==> src/rtl/l2_sched_pkg.sv <==
// rtl/l2_sched_pkg.sv - shared defaults, lower-side FSM states and port ids for the L2 scheduler
package l2_sched_pkg;

  localparam int DEPTH_DEF  = 4;
  localparam int ADDR_W_DEF = 24;
  localparam int DATA_W_DEF = 32;

  typedef enum logic [1:0] {
    ST_IDLE   = 2'd0,
    ST_REQ    = 2'd1,
    ST_RESP   = 2'd2,
    ST_WAITLO = 2'd3
  } lo_state_e;

  typedef enum logic {
    PORT_1 = 1'b0,
    PORT_2 = 1'b1
  } port_id_e;

endpackage

==> src/rtl/req_fifo.sv <==
// rtl/req_fifo.sv - in-order request queue with DEPTH-modulo pointers and occupancy count
module req_fifo #(
  parameter int DEPTH = 4,
  parameter int W     = 8,
  localparam int PTR_W = (DEPTH > 1) ? $clog2(DEPTH) : 1,
  localparam int CNT_W = $clog2(DEPTH + 1)
) (
  input  logic             clk,
  input  logic             rst_n,
  input  logic             push,
  input  logic [W-1:0]     push_data,
  input  logic             pop,
  output logic [W-1:0]     pop_data,
  output logic             full,
  output logic             empty,
  output logic [CNT_W-1:0] count
);

  logic [W-1:0]     mem [DEPTH];
  logic [PTR_W-1:0] wr_ptr;
  logic [PTR_W-1:0] rd_ptr;
  logic             do_push;
  logic             do_pop;

  function automatic logic [PTR_W-1:0] ptr_next(input logic [PTR_W-1:0] p);
    return (p == PTR_W'(DEPTH - 1)) ? '0 : p + 1'b1;
  endfunction

  assign full     = (count == CNT_W'(DEPTH));
  assign empty    = (count == '0);
  assign do_push  = push & ~full;
  assign do_pop   = pop & ~empty;
  assign pop_data = mem[rd_ptr];

  always_ff @(posedge clk) begin
    if (do_push) mem[wr_ptr] <= push_data;
  end

  always_ff @(posedge clk or negedge rst_n) begin
    if (!rst_n) begin
      wr_ptr <= '0;
      rd_ptr <= '0;
      count  <= '0;
    end else begin
      if (do_push) wr_ptr <= ptr_next(wr_ptr);
      if (do_pop)  rd_ptr <= ptr_next(rd_ptr);
      // simultaneous push and pop leaves occupancy unchanged
      if (do_push && !do_pop)      count <= count + 1'b1;
      else if (!do_push && do_pop) count <= count - 1'b1;
    end
  end

endmodule

==> src/rtl/arbiter_l2_sched.sv <==
// rtl/arbiter_l2_sched.sv - two-port request arbiter feeding a 4-phase lower-level handshake
module arbiter_l2_sched
  import l2_sched_pkg::*;
#(
  parameter int DEPTH  = DEPTH_DEF,
  parameter int ADDR_W = ADDR_W_DEF,
  parameter int DATA_W = DATA_W_DEF
) (
  input  logic              clk,
  input  logic              rst_n,
  input  logic [DATA_W-1:0] data_in_1,
  input  logic [ADDR_W-1:0] addr_1,
  input  logic              rw_1,
  input  logic              ce_1,
  input  logic              pro_1,
  output logic              ACK_1,
  output logic              RDY_1,
  output logic [DATA_W-1:0] data_out_1,
  input  logic [DATA_W-1:0] data_in_2,
  input  logic [ADDR_W-1:0] addr_2,
  input  logic              rw_2,
  input  logic              ce_2,
  input  logic              pro_2,
  output logic              ACK_2,
  output logic              RDY_2,
  output logic [DATA_W-1:0] data_out_2,
  output logic [ADDR_W-1:0] addr_low,
  output logic [DATA_W-1:0] wdata_low,
  input  logic [DATA_W-1:0] rdata_low,
  output logic              rw_low,
  output logic              ce_low,
  input  logic              RDY_low,
  output logic              full
);

  localparam int ENT_W = 2 + ADDR_W + DATA_W;
  localparam int CNT_W = $clog2(DEPTH + 1);

  lo_state_e         state;
  port_id_e          rr_next;
  port_id_e          cur_id;
  logic              pick_2;
  logic              push;
  logic              pop;
  logic              q_full;
  logic              q_empty;
  logic [CNT_W-1:0]  q_count;
  logic [ENT_W-1:0]  push_data;
  logic [ENT_W-1:0]  head;
  logic              head_id;
  logic              head_rw;
  logic [ADDR_W-1:0] head_addr;
  logic [DATA_W-1:0] head_data;

  // priority hint decides a contested cycle; equal hints fall back to round-robin
  always_comb begin
    pick_2 = ce_2;
    if (ce_1 && ce_2) begin
      if (pro_1 != pro_2) pick_2 = pro_2;
      else                pick_2 = (rr_next == PORT_2);
    end
  end

  assign push      = (ce_1 | ce_2) & ~q_full & rst_n;
  assign ACK_1     = push & ~pick_2;
  assign ACK_2     = push & pick_2;
  assign push_data = pick_2 ? {PORT_2, rw_2, addr_2, data_in_2}
                            : {PORT_1, rw_1, addr_1, data_in_1};
  assign {head_id, head_rw, head_addr, head_data} = head;
  assign pop  = (state == ST_IDLE) & ~q_empty;
  assign full = (q_count == CNT_W'(DEPTH));

  req_fifo #(.DEPTH(DEPTH), .W(ENT_W)) u_req_fifo (
    .clk       (clk),
    .rst_n     (rst_n),
    .push      (push),
    .push_data (push_data),
    .pop       (pop),
    .pop_data  (head),
    .full      (q_full),
    .empty     (q_empty),
    .count     (q_count)
  );

  always_ff @(posedge clk or negedge rst_n) begin
    if (!rst_n) rr_next <= PORT_1;
    else if (push) rr_next <= pick_2 ? PORT_1 : PORT_2;
  end

  always_ff @(posedge clk or negedge rst_n) begin
    if (!rst_n) begin
      state      <= ST_IDLE;
      cur_id     <= PORT_1;
      ce_low     <= 1'b0;
      rw_low     <= 1'b1;
      addr_low   <= '0;
      wdata_low  <= '0;
      RDY_1      <= 1'b0;
      RDY_2      <= 1'b0;
      data_out_1 <= '0;
      data_out_2 <= '0;
    end else begin
      RDY_1 <= 1'b0;
      RDY_2 <= 1'b0;
      unique case (state)
        ST_IDLE: begin
          if (!q_empty) begin
            addr_low  <= head_addr;
            wdata_low <= head_data;
            rw_low    <= head_rw;
            cur_id    <= port_id_e'(head_id);
            ce_low    <= 1'b1;
            state     <= ST_REQ;
          end
        end
        ST_REQ: begin
          if (RDY_low) begin
            ce_low <= 1'b0;
            if (cur_id == PORT_1) begin
              RDY_1 <= 1'b1;
              if (rw_low) data_out_1 <= rdata_low;
            end else begin
              RDY_2 <= 1'b1;
              if (rw_low) data_out_2 <= rdata_low;
            end
            state <= ST_RESP;
          end
        end
        ST_RESP: state <= ST_WAITLO;
        ST_WAITLO: begin
          if (!RDY_low) state <= ST_IDLE;
        end
        default: state <= ST_IDLE;
      endcase
    end
  end

endmodule

==> config.mk <==
export PLATFORM = sky130hd
export DESIGN_NAME = arbiter_l2_sched
export DESIGN_NICKNAME = d
export VERILOG_FILES = /design/src/rtl/l2_sched_pkg.sv /design/src/rtl/req_fifo.sv /design/src/rtl/arbiter_l2_sched.sv
export SDC_FILE = /design/constraint.sdc
export NUM_CORES = 1
export LEC_CHECK = 0
export BUFFER_PORTS_ARGS = -buffer_cell sky130_fd_sc_hd__buf_4
export CAP_MARGIN = 30
export CELL_PAD_IN_SITES_DETAIL_PLACEMENT = 1
export CELL_PAD_IN_SITES_GLOBAL_PLACEMENT = 2
export CORE_MARGIN = 5
export CORE_UTILIZATION = 41
export CTS_CLUSTER_DIAMETER = 100
export DETAILED_ROUTE_END_ITERATION = 7
export PLACE_DENSITY_LB_ADDON = 0.1
export SLEW_MARGIN = 20
export SYNTH_ARGS = -nofsm -noshare
export SYNTH_HDL_FRONTEND = slang
export SYNTH_SLANG_ARGS = --single-unit
==> constraint.sdc <==
create_clock -name clk -period 3.2 [get_ports clk]
set_input_delay 0.32 -clock clk [delete_from_list [all_inputs] [get_ports clk]]
set_output_delay 0.32 -clock clk [all_outputs]
set_load 0.005 [all_outputs]
==> results of run 1 <==
-- synth_stat cells, drive strengths merged, types with 2 or more instances --
master	instances	area, sq um
and2	5	31.3
buf	26	143
clkbuf	7	26.3
dfrtp	134	3350
edfxtp	232	6970
ha	11	138
inv	10	37.5
mux2	185	2120
mux4	58	1310
nand2	4	15.0
nor2	6	25.0
nor3	3	15.0
o21ai	4	23.8
xor2	2	17.5
-- path summary, 6_finish.rpt --
| path | start | end | slack [ps] |
|---|---|---|---|
| worst min register to register | wdata_low[3] | wdata_low[3] | 500 |
| worst min-delay path | rdata_low[7] | data_out_2[7] | 40 |
| min in group asynchronous | rst_n | wdata_low[3] | 510 |
| max in group asynchronous | rst_n | data_out_1[20] | 2070 |
| worst max register to register | u_req_fifo.count[0] | u_req_fifo.count[2] | 800 |
| worst max-delay path | rr_next | ACK_1 | 750 |
-- cells in the final DEF (no fill, tap or decap), types with 2 or more instances in the layout --
cell type,count
buf_4,288
nor3_1,3
mux2_2,175
clkinv_2,6
edfxtp_1,232
clkbuf_16,41
nor2_1,5
mux4_2,58
dfrtp_4,2
xor2_1,2
ha_1,11
dfrtp_1,132
inv_1,9
mux2_4,10
o21ai_0,3
clkinv_1,3
and2_4,4
buf_12,6
clkbuf_8,6
nand2_1,4
clkbuf_1,16
inv_6,3
-- per-layer routing --
layer / vias up / part of all wire (%)
met5: - / 0
met4: 0 / 2.0
met3: 45 / 5.5
met2: 190 / 52
met1: 3850 / 41
li1: 3346 / -
-- flip-flops by register name, summed over array words and instances (netlist names), 2 cells and up --
signal and count:
u_req_fifo.rd_ptr 2, wdata_low 32, u_req_fifo.mem 232, u_req_fifo.wr_ptr 2, u_req_fifo.count 3, addr_low 24, state 2, data_out_1 32
data_out_2 32
-- cell type report --
cell class	count	area share, %
tap	455	3.10
multi-input combinational	288	20.8
inverter	10	0.212
clock buffer	63	6.37
sequential	367	56.5
timing repair buffer	297	12.7
antenna	1	0.0136
clock inverter	11	0.341
-- report_power, final --
part           internal (mW)  switching, mW
Clock                   2.51           1.76
Combinational           3.03           2.01
Sequential              6.50          0.785
-- critical path, stage by stage (launching register included) --
cell	delay (ps)
dfrtp_1	380
maj3_2	310
o21ai_2	190
clkinv_2	90
buf_4	250
nor3_1	250
buf_4	150
-- cells by family after synthesis --
| kind of cell | synth area share, % |
|---|---|
| simple gates | 0.697 |
| flops | 72.1 |
| buf+inv | 1.44 |
| fa+ha+maj | 1.18 |
| mux | 23.9 |
| compound gates | 0.479 |
| xor+xnor | 0.183 |
-- timing repair --
item / in CTS / in global routing
setup buffers: 0 / 0
endpoints found under the hold margin: 7 / 0
setup endpoints to repair: 0 / 0
hold buffers: 1 / 0
==> flow_metrics.py, run 1 <==
metrics = {
    "cts": {
        "path_clk_slew_ps": 60,
        "root_buffer": "clkbuf_16",
        "clk_latency_ps": 520,
        "cts_resized": 0,
        "cts_tree": "yes",
        "cts_num_sinks": 367,
        "h-tree-depth": 2,
        "cts_buffers": 40,
        "clock_path_buffers": 3,
    },
    "logic_synthesis": {
        "yosys.cell_types.count": 30,
        "synth_seq_cells": 367,
        "synth_edf_count": 232,
        "avgSynthCellArea_sq_um": 20.6,
        "syn-cell-area_sq_um": 14400,
        "synthArstFlopShare_pct": 36.8,
        "synth_flop_cell": "edfxtp_1",
        "yosysSeqAreaShare_pct": 72.1,
        "syn-num-nets": 863,
        "ys_warn_count": 0,
        "synthesis.instances": 698,
    },
    "hold_path": {
        "min_path_type": "input pin to flip-flop",
        "hold_depth": 2,
    },
    "floorplanning": {
        "start_util_pct": 41.6,
        "io_pins": 280,
        "die_width_microns": 197,
        "fp.dieArea_sq_um": 38900,
        "core_sq_um": 34500,
        "rows": 68,
        "die_h_microns": 197,
    },
    "cells_and_area": {
        "area_growth_pct": 27.8,
        "layout.cells.non_filler": 1492,
        "fin_nets": 1169,
        "drive_above_1_share_pct": 58.5,
        "seq_area_sq_um": 10400,
        "multi_input_area_sq_um": 3810,
        "final_core_util_pct": 53.1,
        "stdcell_area_sq_um": 18300,
        "fill_cells": 3234,
    },
    "worst_setup_path": {
        "reg2reg_depth": 9,
        "end_kind": "output pin",
        "cp_max_fo": 29,
        "criticalPathCategory": "flip-flop to output pin",
        "required_ps": 2880,
        "critPathLaunchType": "flip-flop",
        "crit_arrival_ps": 2130,
    },
    "place": {
        "place_inst": 1415,
        "pre_cts_ws_ps": 826,
        "port_buffers": 279,
        "dp.final_hpwl_microns": 20600,
        "dpl_cell_area_sq_um": 17100,
        "gp_congestion": 0.709,
    },
    "sta": {
        "holdWs_ps": 40.1,
        "clock.fmax_mhz": 408,
        "finalMaxSlewViolations": 0,
        "worst_pin_slew_ps": 821,
        "slew_headroom_pct": 45.3,
        "rsz0062_at_grt": "false",
        "fin_skew_ps": 15.5,
        "setup_ws_ps": 750,
        "setup_viol": 0,
        "fin_crit_ps": 2450,
        "layout_worst_path_cycle_share_pct": 76.6,
        "fin_setup_tns_ps": 0,
        "hold_viol": 0,
    },
    "global_routing": {
        "grt_max_degree": 136,
        "grt_use_met2_pct": 28.4,
        "grt_pass1_vias": 8386,
        "grt_busiest_layer": "met2",
        "grt_pass1_wl_microns": 48900,
        "grt_usage_pct": 16.2,
        "grt_use_met1_pct": 20.4,
        "overflow": 0,
        "grt_use_met3_pct": 3.65,
        "antenna_found_initial": 0,
    },
    "drt": {
        "ant_nets": 0,
        "drc_errors": 0,
        "avgRoutedWirePerCell_microns": 21.1,
        "drt-total-wl_microns": 31500,
        "vias_per_cell": 4.98,
        "vias": 7431,
        "drt_first_pass_iters": 4,
        "drt_first_iter_violations": 268,
    },
    "power_and_ir_drop": {
        "p_leak_nw": 7.24,
        "powerDensity_nw_per_um2": 905,
        "finalPower_mw": 16.6,
        "max-vdd-ir-drop_mv": 0.458,
    },
    "status": {
        "status": "completed",
    },
    "job": {
        "max_cap_viol_count": 0,
    },
}
Power figures use the tool's default switching activity.
==> run 2, diff against run 1 <==
- ABC_AREA: unset -> 1
- CORE_UTILIZATION: 41 -> 32
- clock period: 3.2 -> 1.97 ns (I/O delays scaled with it)
==> run 2 against run 1 <==
Compared with the run above:
- worst setup slack got worse by 660 ps
- die area rose by 32%
- sequential cell count did not move
- sequential share of layout area fell by 5.4 points
- clock skew barely moved
- global-route usage rose by 1.1 points
- synthesized cell count rose by 110%
- largest cell class unchanged
- highest routed layer unchanged
==> flow_metrics.py, run 2 <==
metrics = {
    "power_and_ir_drop": {
        "powerDensity_nw_per_um2": 1470,
        "finalPower_mw": 29.9,
        "max-vdd-ir-drop_mv": 0.796,
        "p_leak_nw": 9.06,
    },
    "cts": {
        "root_buffer": "clkbuf_16",
        "cts_buffers": 42,
        "clk_latency_ps": 550,
        "cts_num_sinks": 367,
        "h-tree-depth": 2,
        "clock_path_buffers": 3,
        "path_clk_slew_ps": 60,
        "cts_tree": "yes",
    },
    "logic_synthesis": {
        "yosysSeqAreaShare_pct": 68.8,
        "ys_warn_count": 0,
        "synthTopCellsByCount": "nand2_1, edfxtp_1, o21ai_0",
        "synth.top_cell.area_share_pct": 46.4,
        "yosys.cell_types.count": 26,
        "syn-num-nets": 1627,
        "synthesis.instances": 1462,
        "synthArstFlopShare_pct": 36.8,
        "synthMostInstantiatedCell": "nand2_1",
        "synth_top_cell_by_area": "edfxtp_1",
        "synth_edf_count": 232,
        "avgSynthCellArea_sq_um": 10.3,
        "ys_top_cells_by_area": "edfxtp_1, dfrtp_1, nand2_1",
        "synth_seq_cells": 367,
        "syn-cell-area_sq_um": 15000,
        "synth_flop_cell": "edfxtp_1",
    },
    "place": {
        "gp_congestion": 0.721,
        "pre_cts_ws_ps": 34.7,
        "port_buffers": 279,
        "dp.final_hpwl_microns": 28100,
        "place_inst": 2306,
    },
    "cells_and_area": {
        "largest_reg_flops": 232,
        "final_cell_mix": "nand2_1, buf_4, edfxtp_1",
        "final_common_cell": "nand2_1",
        "layout.cells.non_filler": 2453,
        "diodes": 0,
        "drive_above_1_share_pct": 22.9,
        "fin_nets": 1978,
        "fill_cells": 5069,
        "area_growth_pct": 34.9,
        "largest_register": "u_req_fifo.mem",
        "final_core_util_pct": 43.6,
    },
    "worst_setup_path": {
        "cpLargestDelayFamily": "buffers and inverters",
        "slowest_delay_ps": 570,
        "required_ps": 2270,
        "end_kind": "flip-flop",
        "cp_max_fo": 14,
        "cp_common_cell": "nand2_1",
        "critPathLaunchType": "flip-flop",
        "crit_slowest_cell": "dlygate4sd3_1",
        "path_cells": "inv_1, nand2_1, nand3_4, nand2_2, buf_8, nand2_1, nand2_1, dlygate4sd3_1",
        "criticalPathCategory": "flip-flop to flip-flop",
        "crit_buf_inv": 3,
        "crit_arrival_ps": 2180,
    },
    "drt": {
        "drt_first_pass_iters": 5,
        "drc_errors": 0,
        "drt-total-wl_microns": 44700,
        "ant_nets": 0,
        "drt_first_iter_violations": 586,
        "vias": 11380,
        "vias_per_cell": 4.64,
        "avgRoutedWirePerCell_microns": 18.2,
    },
    "sta": {
        "fin_skew_ps": 15.9,
        "clock.fmax_mhz": 531,
        "rsz0062_at_grt": "true",
        "finalMaxSlewViolations": 0,
        "layout_worst_path_cycle_share_pct": 95.6,
        "fin_setup_tns_ps": 0,
        "fin_crit_ps": 1880,
        "setup_ws_ps": 85.7,
        "hold_viol": 0,
        "slew_headroom_pct": 60.7,
        "worst_pin_slew_ps": 583,
        "setup_viol": 0,
    },
    "global_routing": {
        "grt_max_degree": 100,
        "overflow": 0,
        "grt_pass1_vias": 12250,
        "grt_pass1_wl_microns": 69700,
        "antenna_found_initial": 0,
        "grt_usage_pct": 17.2,
    },
    "floorplanning": {
        "rows": 79,
        "die_h_microns": 227,
        "fp.dieArea_sq_um": 51400,
        "core_sq_um": 46600,
        "die_width_microns": 227,
        "io_pins": 280,
        "start_util_pct": 32.3,
    },
    "job": {
        "max_cap_viol_count": 0,
    },
    "status": {
        "status": "completed",
    },
    "hold_path": {
        "min_path_type": "input pin to flip-flop",
    },
}
run 2: changes by cell type in the layout (fill, tap and decap cells not counted), moves of 36 or more:
cell           before  now
mux4_2             58    0
nor2_1              5   87
o21ai_0             3  135
nand2_1             4  595
inv_1               9   45
dlygate4sd3_1       1   64
mux2_2            175    0
nand3_1             0   66
run 2: timing repair:
action	4_1_cts	5_1_grt
resized for setup	7	8
hold buffers	64	0
hold endpoints to repair	290	0
endpoints found under the setup margin	2	16
pin swaps	2	2
buffers inserted	4	2
run 2: routing by layer:
layer  up-vias  wire (microns)  GRT usage, %
li1       5518               -             -
met1      5590           20100          22.7
met2       222           22000          30.2
met3        50            1960          2.64
met4         0             709          4.00
met5         -               0             0
run 2: final cells by class:
cell class / count / area [sq um] / area share (%)
tap: 607 / 759 / 3.74
multi-input combinational: 964 / 4210 / 20.8
inverter: 50 / 190 / 0.938
sequential: 367 / 10400 / 51.0
clock buffer: 53 / 1120 / 5.54
timing repair buffer: 388 / 3330 / 16.4
clock inverter: 24 / 322 / 1.59
run 2: worst min-delay path, cell delays in order:
cell	delay, ps
buf_4	80
nand2_1	50
nand2_1	110
run 2: path summary, 6_finish.rpt:
check	endpoint	slack, ps	depth (start not counted)	start
max	u_req_fifo.mem[3][36]	90	8	rr_next
min	u_req_fifo.mem[3][46]	30	3	addr_2[14]
max reg2reg	u_req_fifo.mem[3][36]	90	8	rr_next
min reg2reg	data_out_1[28]	470	2	data_out_1[28]
max in group asynchronous	u_req_fifo.rd_ptr[0]	1170	3	rst_n
min in group asynchronous	u_req_fifo.count[2]	220	3	rst_n
run 2: logic make-up after synthesis:
| group | synth area share [%] |
|---|---|
| xor+xnor | 0.117 |
| compound gates | 6.15 |
| simple gates | 20.0 |
| flops | 68.8 |
| fa+ha+maj | 1.05 |
| buf+inv | 3.83 |
run 2: power by group:
part | leakage (nW) | switching (mW) | internal (mW) | total, mW
combinational | 4.57 | 6.06 | 4.15 | 10.2
sequential | 3.79 | 1.02 | 10.5 | 11.5
clock | 0.702 | 3.06 | 5.08 | 8.15
run 2: stage by stage:
stage	hold WS (ps)	area, sq um
after global placement	206	18100
after global routing	7.53	20300
final	26.5	20300
after floorplan	-98.6	15100
after detailed placement	210	18100
after CTS	0.893	20200
==> run 3, diff against run 2 <==
- CORE_MARGIN: 5 -> unset
- HOLD_SLACK_MARGIN: unset -> 0.06
==> run 3 against run 2 <==
Compared with the run above:
- critical path depth unchanged
- global-route usage is 2.3 points higher
- worst hold slack gained 57 ps
- power decreased by 0.64%
- wire length is 3.5% higher
- highest routed layer is now met5
- first-iteration DRC count rose by 7.5%
- final cell count grew 3.1%
==> flow_metrics.py, run 3 (same netlist as run 2, synthesis figures left out) <==
metrics = {
    "cts": {
        "path_clk_slew_ps": 50,
        "cts_num_sinks": 367,
        "h-tree-depth": 2,
        "clock_path_buffers": 3,
        "clk_latency_ps": 550,
        "root_buffer": "clkbuf_16",
        "cts_tree": "yes",
        "cts_buffers": 43,
    },
    "drt": {
        "drc_errors": 0,
        "avgRoutedWirePerCell_microns": 18.3,
        "vias": 11746,
        "drt_first_pass_iters": 5,
        "drt-total-wl_microns": 46300,
        "vias_per_cell": 4.65,
        "drt_first_iter_violations": 630,
        "ant_nets": 0,
    },
    "cells_and_area": {
        "final_common_cell": "nand2_1",
        "largest_register": "u_req_fifo.mem",
        "drive_above_1_share_pct": 21.4,
        "multi_input_area_sq_um": 4210,
        "largest_reg_flops": 232,
        "area_growth_pct": 40.0,
        "final_cell_mix": "nand2_1, buf_4, edfxtp_1",
        "fin_nets": 2052,
        "diodes": 0,
        "fill_cells": 5093,
        "seq_area_sq_um": 10400,
        "final_core_util_pct": 45.3,
    },
    "sta": {
        "fin_skew_ps": 11.3,
        "holdWs_ps": 83.7,
        "hold_viol": 0,
        "clock.fmax_mhz": 535,
        "rsz0062_at_grt": "false",
        "slew_headroom_pct": 46.0,
        "layout_worst_path_cycle_share_pct": 94.8,
        "setup_viol": 0,
        "worst_pin_slew_ps": 811,
        "fin_crit_ps": 1870,
        "finalMaxSlewViolations": 0,
    },
    "global_routing": {
        "grt_use_met1_pct": 25.0,
        "grt_usage_pct": 19.5,
        "grt_busiest_layer": "met2",
        "grt_use_met3_pct": 2.88,
        "grt_max_degree": 136,
        "grt_use_met2_pct": 33.9,
        "overflow": 0,
        "grt_pass1_vias": 12468,
        "antenna_found_initial": 1,
        "grt_pass1_wl_microns": 71000,
    },
    "status": {
        "status": "completed",
    },
    "worst_setup_path": {
        "criticalPathCategory": "flip-flop to output pin",
        "required_ps": 1770,
        "crit_slowest_cell": "dfrtp_1",
        "reg2reg_setup_slack_ps": 150,
        "r2r_start": "state[1]",
        "crit_arrival_ps": 1670,
        "critPathLaunchType": "flip-flop",
        "cp_max_fo": 2,
        "r2r-end": "u_req_fifo.count[1]",
        "slowest_delay_ps": 410,
        "reg2reg_depth": 8,
        "end_kind": "output pin",
        "path_cells": "nor2_4, nand2_2, inv_2, nor2_2, buf_4, nand3_2, inv_2, buf_4",
    },
    "hold_path": {
        "min_path_type": "input pin to flip-flop",
        "hold_path_end": "u_req_fifo.mem[0][30]",
        "hold_depth": 3,
        "hold_path.startpoint": "data_in_1[30]",
    },
    "floorplanning": {
        "die_width_microns": 219,
        "fp.dieArea_sq_um": 47800,
        "start_util_pct": 32.4,
        "die_h_microns": 219,
        "core_sq_um": 46500,
        "io_pins": 280,
        "rows": 79,
    },
    "place": {
        "port_buffers": 279,
        "gp_congestion": 0.728,
        "dp.final_hpwl_microns": 26100,
    },
    "power_and_ir_drop": {
        "p_leak_nw": 9.38,
        "powerDensity_nw_per_um2": 1410,
        "max-vdd-ir-drop_mv": 0.678,
    },
    "job": {
        "max_cap_viol_count": 0,
    },
}
==> run 3: worst max-delay path by stage <==
stage | startpoint | endpoint
5_1_grt | u_req_fifo.count[1] | ACK_1
6_report | u_req_fifo.count[1] | ACK_1
3_5_place_dp | u_req_fifo.count[0] | u_req_fifo.count[2]
4_1_cts | u_req_fifo.count[0] | ACK_1
2_1_floorplan | u_req_fifo.count[0] | u_req_fifo.mem[0][0]
3_3_place_gp | state[1] | u_req_fifo.count[2]
==> run 3: cell type report <==
cell class | count | area share (%)
Inverter | 50 | 0.904
Tap cell | 607 | 3.61
Clock inverter | 19 | 0.892
Multi-Input combinational cell | 964 | 20.0
Clock buffer | 60 | 5.62
Timing Repair Buffer | 461 | 19.8
Sequential cell | 367 | 49.2
==> run 3: stage by stage <==
step / cell area (sq um) / power, mW / TNS, ps / std cells / setup WS, ps
floorplan: 15100 / 16.7 / -10680 / 1462 / -62.9
global placement: 18100 / 21.7 / 0 / 2299 / 137
detailed placement: 18100 / 21.9 / 0 / 2299 / 50.3
CTS: 21000 / 30.2 / 0 / 2527 / 8.50
global route: 21000 / 31.8 / 0 / 2528 / 11.6
finish: 21000 / 29.7 / 0 / 2528 / 102
==> run 3: repair_timing <==
action	in CTS	in global routing
endpoints found under the setup margin	2	2
pin swaps	3	1
gates cloned	2	0
hold buffers	141	0
gates resized for setup	7	6
setup buffers	6	1
endpoints found under the hold margin	425	0
==> run 3: report_power, final <==
group | internal, mW | switching (mW)
logic | 4.29 | 6.13
registers | 10.5 | 0.987
clock network | 4.70 | 3.09
==> run 3: routing by layer <==
layer	wire length [microns]	vias to the layer above	share of wire, %
li1	-	5679	-
met1	20500	5735	44
met2	22700	269	49
met3	2070	61	4.5
met4	953	2	2.1
met5	13	-	0.028
==> run 3: critical path: cells and delay by family (launching register included) <==
| kind | cells | cell delay [ps] |
|---|---|---|
| simple gates | 4 | 340 |
| flops | 1 | 410 |
| buf+inv | 4 | 370 |
